===== src/rtl/mips_pkg.sv =====
// Shared definitions for the MIPS pipeline control blocks: register-index
// width, the hazard-controller state encodings and the stall-depth helper.
package mips_pkg;

  localparam int REG_W = 5;
  localparam logic [REG_W-1:0] REG_ZERO = 5'd0;

  typedef enum logic [1:0] {
    RUN    = 2'd0,
    DSTALL = 2'd1,
    MWAIT  = 2'd2
  } state_e;

  // A branch resolved in ID that depends on a load needs the value
  // two cycles later; a load-use or ALU-to-branch dependency needs one.
  function automatic logic [1:0] stalls_needed(input logic branch,
                                               input logic hz,
                                               input logic load);
    if (branch && hz && load) return 2'd2;
    if (hz && (load || branch)) return 2'd1;
    return 2'd0;
  endfunction

endpackage


===== src/rtl/hazard_mem_watchdog.sv =====
// Counts cycles spent waiting on data memory and raises a sticky timeout
// once the wait has lasted MEM_TIMEOUT cycles.
module hazard_mem_watchdog #(
  parameter int unsigned MEM_TIMEOUT = 255
) (
  input  logic clk_i,
  input  logic rst_ni,
  input  logic start_i,
  input  logic count_en_i,
  input  logic clear_i,
  output logic timeout_o
);

  localparam logic [7:0] LIMIT = 8'(MEM_TIMEOUT);

  logic [7:0] wait_cnt_q, wait_cnt_d;
  logic       timeout_q, timeout_d;

  // The counter saturates at the limit; the timeout flag only ever sets.
  always_comb begin
    wait_cnt_d = wait_cnt_q;
    timeout_d  = timeout_q;
    if (clear_i) begin
      wait_cnt_d = 8'd0;
    end else if (start_i) begin
      wait_cnt_d = 8'd1;
    end else if (count_en_i) begin
      if (wait_cnt_q >= LIMIT) begin
        timeout_d = 1'b1;
      end else begin
        wait_cnt_d = wait_cnt_q + 8'd1;
      end
    end
  end

  always_ff @(posedge clk_i or negedge rst_ni) begin
    if (!rst_ni) begin
      wait_cnt_q <= 8'd0;
      timeout_q  <= 1'b0;
    end else begin
      wait_cnt_q <= wait_cnt_d;
      timeout_q  <= timeout_d;
    end
  end

  assign timeout_o = timeout_q;

endmodule


===== src/rtl/hazard_detection_unit.sv =====
// Stall/flush controller for the 5-stage MIPS pipeline.
// Optional HAZARD_STATS_EN macro adds stall_cycles / flush_count counters.
module hazard_detection_unit
  import mips_pkg::*;
#(
  parameter int unsigned MEM_TIMEOUT = 255
) (
  input  logic             clk,
  input  logic             rst_n,
  input  logic [REG_W-1:0] IF_ID_rs,
  input  logic [REG_W-1:0] IF_ID_rt,
  input  logic             IF_ID_uses_rt,
  input  logic             ID_branch,
  input  logic             ID_branch_taken,
  input  logic             ID_jump,
  input  logic [REG_W-1:0] ID_EX_rd,
  input  logic             ID_EX_reg_write,
  input  logic             ID_EX_mem_read,
  input  logic             EX_MEM_mem_read,
  input  logic             EX_MEM_mem_write,
  input  logic             dmem_ready,
  output logic             pc_write,
  output logic             IF_ID_write,
  output logic             ID_EX_write,
  output logic             EX_MEM_write,
  output logic             ID_EX_bubble,
  output logic             MEM_WB_bubble,
  output logic             IF_ID_flush,
  output logic             mem_timeout,
  output logic [1:0]       state
`ifdef HAZARD_STATS_EN
  ,
  output logic [31:0]      stall_cycles,
  output logic [31:0]      flush_count
`endif
);

  state_e     state_q, state_d, eff_state, saved_q, saved_d;
  logic [1:0] stall_cnt_q, stall_cnt_d, need;
  logic       mem_busy, hz_rs, hz_rt, hz, redirect;
  logic       wd_start, wd_count, wd_clear, wd_timeout;
  logic       pc_wr, ifid_wr, idex_wr, exmem_wr, idex_bub, memwb_bub, flush;

  assign mem_busy  = (EX_MEM_mem_read | EX_MEM_mem_write) & ~dmem_ready;
  assign hz_rs     = (IF_ID_rs != REG_ZERO) && (IF_ID_rs == ID_EX_rd);
  assign hz_rt     = IF_ID_uses_rt && (IF_ID_rt != REG_ZERO) && (IF_ID_rt == ID_EX_rd);
  assign hz        = ID_EX_reg_write & (hz_rs | hz_rt);
  assign need      = stalls_needed(ID_branch, hz, ID_EX_mem_read);
  assign redirect  = ID_jump | (ID_branch & ID_branch_taken);
  // The unused encoding behaves exactly like RUN for one cycle.
  assign eff_state = (state_q inside {RUN, DSTALL, MWAIT}) ? state_q : RUN;

  always_comb begin
    pc_wr       = 1'b1;
    ifid_wr     = 1'b1;
    idex_wr     = 1'b1;
    exmem_wr    = 1'b1;
    idex_bub    = 1'b0;
    memwb_bub   = 1'b0;
    flush       = 1'b0;
    state_d     = eff_state;
    saved_d     = saved_q;
    stall_cnt_d = stall_cnt_q;
    wd_start    = 1'b0;
    wd_count    = 1'b0;
    wd_clear    = 1'b0;
    if (mem_busy) begin
      pc_wr     = 1'b0;
      ifid_wr   = 1'b0;
      idex_wr   = 1'b0;
      exmem_wr  = 1'b0;
      memwb_bub = 1'b1;
      if (eff_state == MWAIT) begin
        wd_count = 1'b1;
      end else begin
        saved_d  = eff_state;
        wd_start = 1'b1;
        state_d  = MWAIT;
      end
    end else begin
      case (eff_state)
        MWAIT: begin
          state_d  = saved_q;
          wd_clear = 1'b1;
        end
        DSTALL: begin
          pc_wr    = 1'b0;
          ifid_wr  = 1'b0;
          idex_bub = 1'b1;
          if (stall_cnt_q <= 2'd1) begin
            stall_cnt_d = 2'd0;
            state_d     = RUN;
          end else begin
            stall_cnt_d = stall_cnt_q - 2'd1;
          end
        end
        default: begin
          if (need != 2'd0) begin
            pc_wr    = 1'b0;
            ifid_wr  = 1'b0;
            idex_bub = 1'b1;
            if (need == 2'd2) begin
              stall_cnt_d = 2'd1;
              state_d     = DSTALL;
            end
          end else if (redirect) begin
            flush = 1'b1;
          end
        end
      endcase
    end
  end

  always_ff @(posedge clk or negedge rst_n) begin
    if (!rst_n) begin
      state_q     <= RUN;
      saved_q     <= RUN;
      stall_cnt_q <= 2'd0;
    end else begin
      state_q     <= state_d;
      saved_q     <= saved_d;
      stall_cnt_q <= stall_cnt_d;
    end
  end

  hazard_mem_watchdog #(
    .MEM_TIMEOUT(MEM_TIMEOUT)
  ) u_watchdog (
    .clk_i      (clk),
    .rst_ni     (rst_n),
    .start_i    (wd_start),
    .count_en_i (wd_count),
    .clear_i    (wd_clear),
    .timeout_o  (wd_timeout)
  );

  // While reset is held the pipeline free-runs with no bubbles or flushes.
  assign pc_write      = rst_n ? pc_wr     : 1'b1;
  assign IF_ID_write   = rst_n ? ifid_wr   : 1'b1;
  assign ID_EX_write   = rst_n ? idex_wr   : 1'b1;
  assign EX_MEM_write  = rst_n ? exmem_wr  : 1'b1;
  assign ID_EX_bubble  = rst_n & idex_bub;
  assign MEM_WB_bubble = rst_n & memwb_bub;
  assign IF_ID_flush   = rst_n & flush;
  assign mem_timeout   = rst_n & wd_timeout;
  assign state         = state_q;

`ifdef HAZARD_STATS_EN
  logic [31:0] stall_cycles_q, flush_count_q;

  always_ff @(posedge clk or negedge rst_n) begin
    if (!rst_n) begin
      stall_cycles_q <= 32'd0;
      flush_count_q  <= 32'd0;
    end else begin
      if (!pc_wr && (stall_cycles_q != 32'hFFFF_FFFF)) stall_cycles_q <= stall_cycles_q + 32'd1;
      if (flush && (flush_count_q != 32'hFFFF_FFFF))   flush_count_q  <= flush_count_q + 32'd1;
    end
  end

  assign stall_cycles = stall_cycles_q;
  assign flush_count  = flush_count_q;
`endif

endmodule


===== config.mk =====
export PLATFORM = sky130hd
export DESIGN_NAME = hazard_detection_unit
export DESIGN_NICKNAME = d
export VERILOG_FILES = /design/src/rtl/mips_pkg.sv /design/src/rtl/hazard_mem_watchdog.sv /design/src/rtl/hazard_detection_unit.sv
export SDC_FILE = /design/constraint.sdc
export NUM_CORES = 1
export LEC_CHECK = 0
export CAP_MARGIN = 25
export CORE_UTILIZATION = 40
export CTS_BUF_LIST = sky130_fd_sc_hd__clkbuf_4
export CTS_CLUSTER_DIAMETER = 40
export DETAILED_ROUTE_END_ITERATION = 7
export PLACE_DENSITY = 0.83
export SLEW_MARGIN = 5
export SYNTH_ARGS = -nofsm -noshare
export SYNTH_HDL_FRONTEND = slang
export SYNTH_SLANG_ARGS = --single-unit

===== constraint.sdc =====
create_clock -name clk -period 1.7 [get_ports clk]
set_input_delay 0.17 -clock clk [delete_from_list [all_inputs] [get_ports clk]]
set_output_delay 0.17 -clock clk [all_outputs]
set_load 0.03 [all_outputs]

==> key figures <==
Outcome
  • Outcome: finished, violations left
  • Failing checks: negative setup slack

Logic synthesis
  • Largest family of logic cells by synthesized area: compound AO/OA/AOI/OAI gates
  • Cells after Synth: between 100 and 150
  • XOR/XNOR Fraction of Synth Area: under 10%
  • Mapped Area: 0.00108 mm2
  • Seq/Total Area, Yosys: roughly a third
  • Compound-gate portion of the synthesized area: between 20 and 30%
  • YS warnings: 0
  • Mux cell area share after synthesis: 0%
  • Flops & latches, synth: 15
  • Post-synthesis cell type count: 36
  • Synth Net Count: around 160
  • Simple-Gate Fraction of Synth Area: roughly a quarter
  • Synth Area in Adders: about 3.5%
  • Synthesized area per cell: 8.47 um2

STA
  • Skew final: ~0.015 ns
  • Maximum clock rate: around 0.56 GHz
  • Final hold vios: 0
  • Min Tclk post-route: roughly 1.8 ns
  • Slew Viols, Final: 0
  • Unrepaired setup endpoints after global routing: true
  • Endpoints failing setup: 4
  • Slew @ Worst Pin: approximately 0.42 ns
  • Slew headroom: 72.0%
  • Period Utilization, post-route: 106%
  • Final worst slack: -0.101 ns

GRT
  • Number of global-route vias before repair: between 1k and 1.5k
  • Initial antenna violation count: 0
  • Largest net degree at the start of global routing: 20
  • Grt ovf: 0
  • Overall Global Routing Usage: between 20 and 30%
  • First-pass GRT wire length: ~5300 um

Final layout
  • Final Util: ~71%
  • Share of cells above drive strength 1: about two fifths
  • ANT cells: 0
  • Area growth syn-to-layout: 66.2%
  • Final net count: around 220

Power and ir drop
  • Peak supply drop: 534 uV
  • Cell area power density: between 800 and 900 mW/mm2
  • Leak Pwr: between 0.8 and 0.9 nW
  • Overall power: around 0.0015 W

Setup path
  • R2r startpoint: state[0]$_DFF_PN0_
  • Crit. End Element: primary output
  • R2R cell count: 7
  • Critical path startpoint category: flop
  • Reg2reg setup slack: 0.10 ns
  • Crit path max fanout: 4
  • Critical path class: flop to primary output
  • Worst r2r dst: u_watchdog.wait_cnt_q[4]$_DFFE_PN0P_
  • WP data arrival: 1.63 ns
  • Req. time, crit path: 1.53 ns

CTS
  • Quantity of hold-fixing buffers added after cts: 0
  • Worst-Skew Late Latency: 0.30 ns
  • Longest Clk Path Bufs: 2
  • Clk root buf: clkbuf_4
  • H-tree depth: 1
  • Inserted Clock Buffers: 3
  • Clock Sinks: 15
  • CTS tree: done
  • Clock slew at reported path FFs: ~0.10 ns

Flow run
  • Max Cap Violations: 0

Hold path
  • Tightest Hold Check Type: primary input to asynchronous set/reset pin

Place
  • Port bufs: 35
  • Post-DP HPWL: between 2000 and 2500 um
  • Global placer's final weighted congestion: between 0.8 and 0.9

Route
  • First DRT Iteration DRCs: 17
  • DRT antenna net count: 0
  • DRC violations left: 0
  • Drt first pass iters: 5
  • Drt wl/cell: 15.9 um
  • Via density: around 5.8
  • Final WL: between 3000 and 4000 um
  • Vias: ~1.3k

Floorplan
  • Starting Density: between 40% and 50%
  • Height of the die: ~54 um
  • Die area: approximately 0.003 mm2
  • Die extent in x: between 50 and 60 um
  • I/O pins: 36
  • Row count: 18
  • Core Area: around 0.0025 mm2
==> cells by family (layout without fill, tap and decap cells) <==
logic type / Yosys count / after routing
AND/OR/NAND/NOR: 50 / 50
AO/OA/AOI/OAI: 41 / 41
flip-flops: 15 / 15
XOR/XNOR: 10 / 10
buffers and inverters: 9 / 75
adder cells (fa/ha/maj): 3 / 3
==> metrics by stage <==
stage | setup WS (ns) | cells | instance area, um2 | TNS (ns) | hold slack (ns)
final | -0.101 | 224 | 1800 | -0.355 | 0.269
after global routing | -0.186 | 224 | 1800 | -0.627 | 0.274
after CTS | -0.0954 | 223 | 1740 | -0.310 | 0.265
after detailed placement | -0.451 | 208 | 1590 | -2.88 | 0.457
after global placement | -0.401 | 208 | 1590 | -2.20 | 0.449
after floorplan | -0.345 | 128 | 1100 | -0.608 | -0.126
==> flip-flops by register name, summed over array words and instances (netlist names) <==
signal                 cells
stall_cnt_q                2
saved_q                    2
u_watchdog.timeout_o       1
u_watchdog.wait_cnt_q      8
state                      2
==> worst max-delay path: stages (launching register included) <==
cell and delay, ns:
dfrtp_1 0.42, ha_4 0.30, and3_4 0.20, nand2_2 0.06
o22ai_2 0.19, buf_6 0.16
==> how the worst max path moves through the flow <==
| stage | startpoint | endpoint |
|---|---|---|
| floorplan | IF_ID_rt[0] | pc_write |
| global placement | IF_ID_rt[0] | pc_write |
| detailed placement | IF_ID_rt[0] | pc_write |
| CTS | state[1]$_DFF_PN0_ | IF_ID_flush |
| global route | state[1]$_DFF_PN0_ | IF_ID_flush |
| finish | state[1]$_DFF_PN0_ | IF_ID_flush |
==> layout by cell type, fill, tap and decap left out, types with 3 or more instances in the layout <==
cell type	n
a21oi_1	5
a31oi_1	3
and3_1	5
buf_2	5
buf_4	36
buf_6	4
clkbuf_4	3
clkdlybuf4s15_1	3
clkdlybuf4s50_1	9
dfrtp_1	15
dlygate4sd2_1	6
inv_1	5
nand2_1	11
nand3_1	4
nor2_1	8
nor3_2	3
o21ai_0	12
o31ai_1	3
xor2_1	8
==> layout make-up <==
cell class | count | area [um2]
multi-input combinational | 104 | 791
fill | 189 | 722
timing repair buffer | 66 | 551
sequential | 15 | 375
tap | 30 | 37.5
clock buffer | 3 | 22.5
inverter | 5 | 18.8
clock inverter | 1 | 5.00
==> report_power, final <==
part / internal [W] / switching, W
Combinational: 0.000410 / 0.000463
Sequential: 0.000407 / 0.0000424
Clock: 0.0000876 / 0.000126
Total: 0.000904 / 0.000632
==> metal layers <==
| layer | vias to the layer above | global-route usage, % | part of all wire [%] |
|---|---|---|---|
| met5 | - | 0 | 0 |
| met3 | 24 | 5.93 | 4.7 |
| met4 | 0 | 12.8 | 4.6 |
| li1 | 597 | - | - |
| met1 | 616 | 23.5 | 37 |
| met2 | 60 | 49.2 | 53 |
==> synthesized netlist by cell type, drive strengths merged <==
master | instances | area share [%]
xor2 | 8 | 6.5
nand3b | 1 | 0.69
and2 | 3 | 1.7
nand4 | 2 | 1.2
or4 | 1 | 0.69
o21a | 1 | 0.69
xnor2 | 2 | 1.6
a21oi | 7 | 3.2
a31o | 1 | 0.81
nor3 | 5 | 2.8
o22ai | 3 | 1.7
o21ai | 13 | 6.0
or2 | 1 | 0.58
o41ai | 1 | 2.5
o21ba | 1 | 0.92
or3b | 1 | 0.81
and3 | 6 | 3.5
o21bai | 1 | 0.69
o32ai | 1 | 0.81
inv | 5 | 1.7
dfrtp | 15 | 35
nand3 | 5 | 2.3
o31ai | 3 | 2.1
nor4 | 1 | 0.58
a21o | 2 | 1.4
ha | 3 | 3.5
nand2b | 1 | 0.58
a31oi | 3 | 1.7
clkbuf | 1 | 0.35
buf | 3 | 2.1
nand2 | 13 | 5.2
a22o | 2 | 1.6
nor2 | 10 | 3.5
o211ai | 2 | 1.4
==> timing repair <==
item / 4_1_cts / 5_1_grt
pin swaps: 16 / 10
cloned: 0 / 0
setup endpoints to repair: 4 / 15
resized for setup: 56 / 13
setup buffers: 11 / 1
No activity file was read; power rests on OpenSTA's default activity.
